**src/rtl/key_press_pulser.sv**
```systemverilog
// Player-key conditioner: 2-flop sync, debounce filter (only with KEY_DEBOUNCE_EN), press FSM -> one 1-cycle L/R strobe per press.
// Latency DEBOUNCE_CYCLES+2 edges (2 edges without KEY_DEBOUNCE_EN); no backpressure, strobes dropped while enable=0.
module key_press_pulser #(
  parameter int DEBOUNCE_CYCLES = 16
) (
  input  logic clk,
  input  logic reset,
  input  logic key_l_n,
  input  logic key_r_n,
  input  logic enable,
  output logic L,
  output logic R,
  output logic held_l,
  output logic held_r
);

  typedef enum logic [1:0] {
    WAIT_REL = 2'd0,
    IDLE     = 2'd1,
    HELD     = 2'd2
  } state_t;

`ifdef KEY_DEBOUNCE_EN
  localparam int CNT_W = $clog2(DEBOUNCE_CYCLES + 1);
  localparam logic [CNT_W-1:0] CNT_LAST = CNT_W'(DEBOUNCE_CYCLES - 1);
  localparam logic [CNT_W-1:0] CNT_ONE  = CNT_W'(1);
`endif

  // A filter length below one cycle is meaningless; leaves an empty marker block if mis-set.
  if (DEBOUNCE_CYCLES < 1) begin : g_bad_debounce_cycles
  end

  logic [1:0] w_key_n;
  logic [1:0] w_pulse;
  logic [1:0] w_held;

  assign w_key_n = {key_r_n, key_l_n};

  // Channel 0 = left, channel 1 = right; the two never interact.
  for (genvar g = 0; g < 2; g++) begin : g_ch
    logic   r_sync1;
    logic   r_sync2;
    logic   w_deb_n;
    state_t r_state;
    state_t w_state_nxt;
    logic   w_pulse_nxt;
    logic   r_pulse;
    logic   r_held;

    always_ff @(posedge clk) begin
      if (reset) begin
        r_sync1 <= 1'b1;
        r_sync2 <= 1'b1;
      end else begin
        r_sync1 <= w_key_n[g];
        r_sync2 <= r_sync1;
      end
    end

`ifdef KEY_DEBOUNCE_EN
    logic [CNT_W-1:0] r_cnt;
    logic             r_deb_n;

    // Debounced level starts as "pressed" so a key held through reset cannot fire.
    always_ff @(posedge clk) begin
      if (reset) begin
        r_cnt   <= '0;
        r_deb_n <= 1'b0;
      end else if (r_sync2 == r_deb_n) begin
        r_cnt <= '0;
      end else if (r_cnt == CNT_LAST) begin
        r_deb_n <= r_sync2;
        r_cnt   <= '0;
      end else begin
        r_cnt <= r_cnt + CNT_ONE;
      end
    end

    assign w_deb_n = r_deb_n;
`else
    assign w_deb_n = r_sync2;
`endif

    always_comb begin
      w_state_nxt = r_state;
      w_pulse_nxt = 1'b0;
      case (r_state)
        WAIT_REL: if (w_deb_n) w_state_nxt = IDLE;
        IDLE: begin
          if (!w_deb_n) begin
            w_state_nxt = HELD;
            w_pulse_nxt = enable;
          end
        end
        HELD:     if (w_deb_n) w_state_nxt = IDLE;
        default:  w_state_nxt = WAIT_REL;
      endcase
    end

    // held tracks the next state so it rises on the same edge as the strobe.
    always_ff @(posedge clk) begin
      if (reset) begin
        r_state <= WAIT_REL;
        r_pulse <= 1'b0;
        r_held  <= 1'b0;
      end else begin
        r_state <= w_state_nxt;
        r_pulse <= w_pulse_nxt;
        r_held  <= (w_state_nxt == HELD);
      end
    end

    assign w_pulse[g] = r_pulse;
    assign w_held[g]  = r_held;
  end

  assign L      = w_pulse[0];
  assign R      = w_pulse[1];
  assign held_l = w_held[0];
  assign held_r = w_held[1];

endmodule

```
**config.mk**
```make
export PLATFORM = sky130hd
export DESIGN_NAME = key_press_pulser
export DESIGN_NICKNAME = d
export VERILOG_FILES = /design/src/rtl/key_press_pulser.sv
export SDC_FILE = /design/constraint.sdc
export NUM_CORES = 1
export LEC_CHECK = 0
export BUFFER_PORTS_ARGS = -buffer_cell sky130_fd_sc_hd__buf_2
export CORE_AREA = 4 4 41 43
export DETAILED_ROUTE_END_ITERATION = 8
export DIE_AREA = 0 0 45 47
export GPL_TIMING_DRIVEN = 0
export HOLD_SLACK_MARGIN = 0.08
export SLEW_MARGIN = 30
export SYNTH_ARGS = -nofsm -noshare
export SYNTH_HDL_FRONTEND = slang
export SYNTH_SLANG_ARGS = --single-unit
```
**constraint.sdc**
```tcl
create_clock -name clk -period 0.8 [get_ports clk]
set_input_delay 0.04 -clock clk [delete_from_list [all_inputs] [get_ports clk]]
set_output_delay 0.04 -clock clk [all_outputs]
set_load 0.005 [all_outputs]
```
== Word-level counts from Yosys, hierarchy flattened ==
Index checks and enable logic that the tools add are counted.
Word-level totals
  register bits after elaboration: 12
  output and inout port bits: 4
  logic and storage cells: 30
Operators by class
  reduce and logical (&&, ||, !) cells: 6
  mux-type cells: 6
  bitwise operators: 2
  equal/unequal tests: 6
Operators by type and width (number)
  == test 2 bit, second input constant: 4
  2-to-1 mux 2 bit: 4
  one-hot mux 2 bit (2 select lines): 2
  OR reduction 3 bit: 2
  == test 2 x 1 -> 1 bit, second input constant: 2
  logical NOT 2 bit: 2
  OR reduction 2 bit: 2
  inverter 1 bit: 2

== Longest topological paths before layout ==
Gate-level depths: netlist (run 1).
  word-level depth: 4
  mapped depth: 2

== Worst setup path after synthesis (run 1) ==
No wires, ideal clock.
  path kind: flip-flop to flip-flop
  from: register g_ch[0].r_state[0]
  to: register g_ch[0].r_state[1]
  arrival time: 0.537 ns
  stages on the path, launching flop included: 3
  setup time: 0.120 ns
  path buffers: 0
  data required time: 0.680 ns
  period minus slack after synthesis: 0.657 ns
  slack: 0.143 ns
  path through: dfxtp_1 > xnor2_1 > nor3_1
On the way
  longest elaborated chain between the ends: 3
Ends and longest elaborated chain
  start: declaration: RTL line 44  | state_t r_state;
  start signal: assignment: RTL line 107  | r_state <= w_state_nxt;
  == test 2 bit or logical NOT 2 bit (tied branches): RTL line 87  | case (r_state)
  OR reduction 2 bit (no source line)
  one-hot mux 2 bit (2 select lines) *: RTL line 87
Every way passes the cells marked *; elsewhere a longest branch is shown, timed or not.
A chain may end at the register's enable or synchronous reset.

== Worst setup path after layout (run 1) ==
  from: input key_l_n
  to: register g_ch[0].r_sync1
RTL lines
  start: declaration: RTL line 8  | input logic key_l_n,
  end signal: assignment: RTL line 55  | r_sync1 <= w_key_n[g];
  end: declaration: RTL line 41  | logic r_sync1;
No word-level cell between the ends.

==> impl_metrics.json, run 1 <==
{
  "end_kind": "flip-flop",
  "port_buffers": 8,
  "wl_per_cell_um": 8.43,
  "syn_area_per_cell_um2": 11.5,
  "fin_crit_ns": 0.738,
  "fin_crit_sh_pct": 92.2,
  "report.final.hold_viol_count": 0,
  "overflow": 0,
  "final_cell_area_um2": 470,
  "synth_top_area_cell": "dfxtp_1",
  "antenna_found_initial": 0,
  "worst-path-max-fanout": 1,
  "num-nets-final": 52,
  "startpoint_type": "primary input",
  "drive_above_1_share_pct": 31.1,
  "synth_commonest_cells": "dfxtp_1, nor3_1",
  "grt_pass1_vias": 201,
  "ys_ff_latch": 12,
  "timing.fmax_mhz": 1360,
  "arrival_ns": 0.89,
  "setup-tns-final_ns": 0,
  "finish.utilization_pct": 36.2,
  "core_um2": 1300,
  "ys_seq_area_share_pct": 67.4,
  "status": "completed",
  "start_util_pct": 27.4,
  "synth-edff-count": 0,
  "wirelength_um": 506,
  "power_per_cell_area_nw_per_um2": 2220,
  "syn-cell-area_um2": 357,
  "via_per_inst": 4.07,
  "r2r-start": "g_ch[0].r_state[0]",
  "post-synth-top-area-fraction_pct": 67.4,
  "synth_nets": 36,
  "relSlewSlack_pct": 84.9,
  "total_leakage_power_nw": 0.207,
  "ys.flop_type": "dfxtp_1",
  "fin_worst_skew_ns": 0.00201,
  "peakVddDrop_mv": 0.955,
  "clockBufferDepth": 2,
  "r2r-end": "g_ch[0].r_state[1]",
  "place_area_um2": 415,
  "worstPathRequired_ns": 0.96,
  "grt_max_degree": 11,
  "path_buf_inv": 2,
  "dp_hpwl_um": 370,
  "place_congestion": 0.593,
  "vias": 244,
  "fin_total_pwr_mw": 1.04,
  "insertion_delay_ns": 0.26,
  "tightest_slew_ns": 0.224,
  "endpoint": "g_ch[0].r_sync1",
  "fin_hold_ws_ns": 0.00938,
  "path_clk_slew_ns": 0.06,
  "dieHeight_um": 47,
  "ys_async_sr_fraction_pct": 0,
  "die-area_um2": 2120,
  "cts.sinks": 12,
  "worst-path-stages": 3,
  "rsz0062_at_grt": "false",
  "drt_iter0_drc": 0,
  "crit_path_start": "key_l_n",
  "ant_nets": 0,
  "pin_count": 9,
  "ys_top_cells_by_area": "dfxtp_1, nor3_1, xnor2_1",
  "synth_most_common_cell": "dfxtp_1",
  "postSynthCellCount": 31,
  "setup_viol": 0,
  "h-tree-depth": 1,
  "ys_types": 10,
  "diodes": 0,
  "maxCapViolCount": 0,
  "syn2layout_area_growth_pct": 31.9,
  "rrSetupSlack_ns": 0.09,
  "rr_worst_depth": 2,
  "cp_slowest_stage_delay_ns": 0.53,
  "critPathSlowestCell": "dlygate4sd3_1",
  "postCtsSetupBuffers": 0,
  "grt_usage_pct": 6.12,
  "hold_buffers": 3,
  "cts_inserted_buffers": 3,
  "root_buffer": "clkbuf_4",
  "rows": 13,
  "drc_errors": 0,
  "dr.pass1.iters": 1,
  "n_fill_cell": 142,
  "tritoncts": "done",
  "ys_warn_count": 0,
  "crit_family": "buffers and inverters",
  "die_x_um": 45,
  "grt_pass1_wl_um": 821,
  "slew_viol_final": 0,
  "hp-class": "primary input to flip-flop",
  "criticalPathCategory": "primary input to flip-flop",
  "path_cells": "dlygate4sd3_1 -> buf_2 -> or2_4"
}
cell type report:
cell class / instances / area (um^2) / area share [%]
Timing Repair Buffer: 11 / 70.1 / 14.9
Tap cell: 15 / 18.8 / 3.99
Buffer: 1 / 11.3 / 2.39
Clock buffer: 3 / 22.5 / 4.79
Sequential cell: 12 / 240 / 51.1
Multi-Input combinational cell: 16 / 100 / 21.3
Inverter: 2 / 7.51 / 1.60
cells by family after synthesis:
kind of cell	after synthesis	synth area share, %
flip-flops	12	67.4
AND/OR/NAND/NOR	12	18.2
buffers and inverters	3	5.26
AO/OA/AOI/OAI	2	4.21
XOR/XNOR	2	4.91
worst reg2reg max path, delay by kind of cell, from the launching register on:
kind	cells	cell delay [ns]
DFF	1	0.33
xor gates and xnor gates	1	0.20
and+or+nand+nor	1	0.06
layout by cell type, fill, tap and decap left out:
cell           synthesis  final
or2_2                  2      1
buf_2                  0      8
clkbuf_4               0      3
dfxtp_1               12     12
inv_1                  2      2
nand2_1                2      2
buf_6                  1      1
nor4_1                 2      2
or2_1                  2      2
or2_4                  0      1
xnor2_1                2      2
nor3_1                 4      4
dlygate4sd3_1          0      3
a211oi_1               2      2
how the worst min path moves through the flow:
stage	end	depth (start not counted)	start	slack [ns]
after floorplan	g_ch[1].r_sync1	1	key_r_n	0.14
after global placement	g_ch[1].r_sync1	2	key_r_n	0.22
after detailed placement	g_ch[1].r_sync1	2	key_r_n	0.22
after CTS	g_ch[0].r_sync2	2	reset	-0.01
after global routing	g_ch[0].r_sync2	2	reset	-0.004
final	g_ch[0].r_sync2	2	reset	0.009
through the flow:
step	setup slack, ns	instances
floorplan	0.143	31
global placement	0.0921	54
detailed placement	0.100	54
CTS	0.0254	60
global route	0.00434	60
finish	0.0624	60
repair_timing:
item | in CTS | in global routing
endpoints found under the setup margin | 0 | 1
endpoints found under the hold margin | 5 | 2
gates resized for setup | 0 | 1
flip-flops by register name (all words and copies together) (netlist names):
register,cells
held_r,1
g_ch.r_state,4
held_l,1
g_ch.r_sync2,2
R,1
g_ch.r_sync1,2
L,1
routing by layer:
metal  share of wire [%]  GRT usage, %  vias to the layer above
met5                   0             0                        -
met4                   0          1.75                        0
met3                  14          6.90                        0
met2                  40          7.91                       12
met1                  46          6.48                      101
li1                    -             -                      131
power breakdown:
group	leakage, nW	internal [mW]	total, mW	switching (mW)
registers	0.0986	0.618	0.631	0.0130
logic	0.0944	0.0406	0.0649	0.0243
clock network	0.0138	0.174	0.347	0.174
Note: power is estimated with default switching activity, not from simulation.
==> run 2: changes to the inputs <==
Settings changed: BUFFER_PORTS_ARGS -buffer_cell sky130_fd_sc_hd__buf_2 to -buffer_cell sky130_fd_sc_hd__buf_4, SKIP_LAST_GASP set to 1.
Clock period 0.8 ns to 0.85 ns, I/O delays scaled along.
==> run 2 against run 1 <==
  * The flow now finishes with violations (hold timing)
  * Total power rose by 5.5%
  * Clock power up 27%
  * Sequential share of layout area decreased by 3.2 points
  * Hold slack worse by 0.025 ns
  * Global-route usage up 0.15 points
  * Critical path depth stayed put
  * Largest power group unchanged
  * Highest routed layer is now met4
==> impl_metrics.json, run 2 (same netlist as run 1, synthesis figures left out) <==
{
  "cts_resized": 0,
  "core_um2": 1300,
  "final_common_cell": "dfxtp_1",
  "hp-class": "primary input to flip-flop",
  "grt_usage_pct": 6.27,
  "dp_hpwl_um": 352,
  "status": "finished, violations left",
  "setup_viol": 0,
  "power_per_cell_area_nw_per_um2": 2190,
  "timing.fmax_mhz": 1250,
  "pwr-share-comb_pct": 6.0,
  "dieHeight_um": 47,
  "switching_share_pct": 19.6,
  "p_clk_share_pct": 40.1,
  "holdPathEnd": "g_ch[0].r_sync2",
  "critPathSlowestCell": "dlygate4sd3_1",
  "worstPathRequired_ns": 1.01,
  "startpoint_type": "primary input",
  "num-nets-final": 52,
  "via_per_inst": 4.18,
  "rrSetupSlack_ns": 0.09,
  "fin_hold_ws_ns": -0.0153,
  "slew_viol_final": 0,
  "total_leakage_power_nw": 0.216,
  "cp_slowest_stage_delay_ns": 0.54,
  "vias": 255,
  "relSlewSlack_pct": 80.7,
  "r2r-start": "g_ch[0].r_sync2",
  "arrival_ns": 0.96,
  "crit_family": "buffers and inverters",
  "peakVddDrop_mv": 0.909,
  "grt_max_degree": 11,
  "tightest_slew_ns": 0.287,
  "h-tree-depth": 1,
  "rsz0062_at_grt": "false",
  "antenna_found_initial": 0,
  "holdPathStages": 2,
  "path_cells": "dlygate4sd3_1 -> buf_4 -> or2_2",
  "wirelength_um": 526,
  "root_buffer": "clkbuf_4",
  "criticalPathCategory": "primary input to flip-flop",
  "most-common-layout-cells": "dfxtp_1, buf_4, nor3_1, clkbuf_4, dlygate4sd3_1",
  "dr.pass1.iters": 2,
  "tritoncts": "done",
  "diodes": 0,
  "n_fill_cell": 134,
  "syn2layout_area_growth_pct": 40.7,
  "grt_pass1_vias": 203,
  "cts_inserted_buffers": 3,
  "path_clk_slew_ns": 0.07,
  "postCtsSetupBuffers": 0,
  "maxCapViolCount": 0,
  "drt_iter0_drc": 4,
  "internal-power_mw": 0.885,
  "top_register": "g_ch.r_state",
  "rows": 13,
  "largest_register_ffs": 4,
  "end_kind": "flip-flop",
  "die_x_um": 45,
  "setup-tns-final_ns": 0,
  "min_from": "reset",
  "worst-path-max-fanout": 1,
  "drive_above_1_share_pct": 32.6,
  "drc_errors": 0,
  "place_congestion": 0.600,
  "clockBufferDepth": 2,
  "wl_per_cell_um": 8.62,
  "port_buffers": 8,
  "p_switching_mw": 0.215,
  "ant_nets": 0,
  "pin_count": 9,
  "grt_pass1_wl_um": 821,
  "rr_worst_depth": 1,
  "path_buf_inv": 2,
  "fin_worst_skew_ns": 0.000387,
  "cts.sinks": 12,
  "hold_buffers": 3,
  "fin_crit_ns": 0.800,
  "fin_crit_sh_pct": 94.1,
  "start_util_pct": 27.4,
  "power_frac_seq_pct": 53.9,
  "die-area_um2": 2120,
  "overflow": 0,
  "r2r-end": "L",
  "insertion_delay_ns": 0.27,
  "report.final.hold_viol_count": 2,
  "violations": "hold timing",
  "largestRegisters": "g_ch.r_state: 4 flops, g_ch.r_sync1: 2 flops, g_ch.r_sync2: 2 flops"
}
==> run 2: changes by cell type in the layout (fill, tap and decap cells not counted) <==
| cell | change |
|---|---|
| buf_2 | -8 |
| buf_4 | +8 |
| clkbuf_8 | +1 |
| or2_2 | +1 |
| or2_4 | -1 |
==> run 2: layout make-up <==
cell class | count | area [um^2] | area share (%)
sequential | 12 | 240 | 47.9
clock buffer | 4 | 36.3 | 7.23
buffer | 1 | 11.3 | 2.24
inverter | 2 | 7.51 | 1.50
timing repair buffer | 11 | 90.1 | 18.0
multi-input combinational | 16 | 97.6 | 19.5
tap | 15 | 18.8 | 3.74
==> run 2: how the worst max path moves through the flow <==
stage | start | to | slack [ns] | cells after the start
after detailed placement | g_ch[0].r_state[0] | held_l | 0.15 | 2
after floorplan | g_ch[0].r_state[0] | g_ch[0].r_state[1] | 0.19 | 2
after global placement | g_ch[0].r_state[0] | held_l | 0.15 | 2
final | key_l_n | g_ch[0].r_sync1 | 0.05 | 3
after global routing | g_ch[0].r_state[0] | L | 0.04 | 2
after CTS | g_ch[0].r_sync2 | L | 0.06 | 1
==> run 2: through the flow <==
step | cells | power, mW | area [um^2] | util [%] | setup slack [ns]
final | 61 | 1.10 | 502 | 38.6 | 0.0502
after global routing | 61 | 1.16 | 502 | 38.6 | 0.0446
after CTS | 61 | 1.13 | 502 | 38.6 | 0.0616
after detailed placement | 54 | 0.662 | 435 | 33.5 | 0.145
after global placement | 54 | 0.661 | 435 | 33.5 | 0.148
after floorplan | 31 | 0.637 | 357 | - | 0.193
==> run 2: power groups by stage <==
stage / logic, mW / registers [mW] / clock network, mW
after global routing: 0.0735 / 0.596 / 0.487
after detailed placement: 0.0559 / 0.606 / 0
after CTS: 0.0672 / 0.593 / 0.467
after global placement: 0.0545 / 0.607 / 0
final: 0.0663 / 0.593 / 0.441
after floorplan: 0.0318 / 0.605 / 0
==> run 2: metal layers <==
| metal | GRT usage, % | vias to the layer above | part of all wire [%] |
|---|---|---|---|
| met4 | 5.26 | 0 | 1.5 |
| met3 | 6.90 | 3 | 15 |
| met1 | 6.47 | 109 | 43 |
| met2 | 6.78 | 11 | 40 |
| li1 | - | 132 | - |
| met5 | 0 | - | 0 |
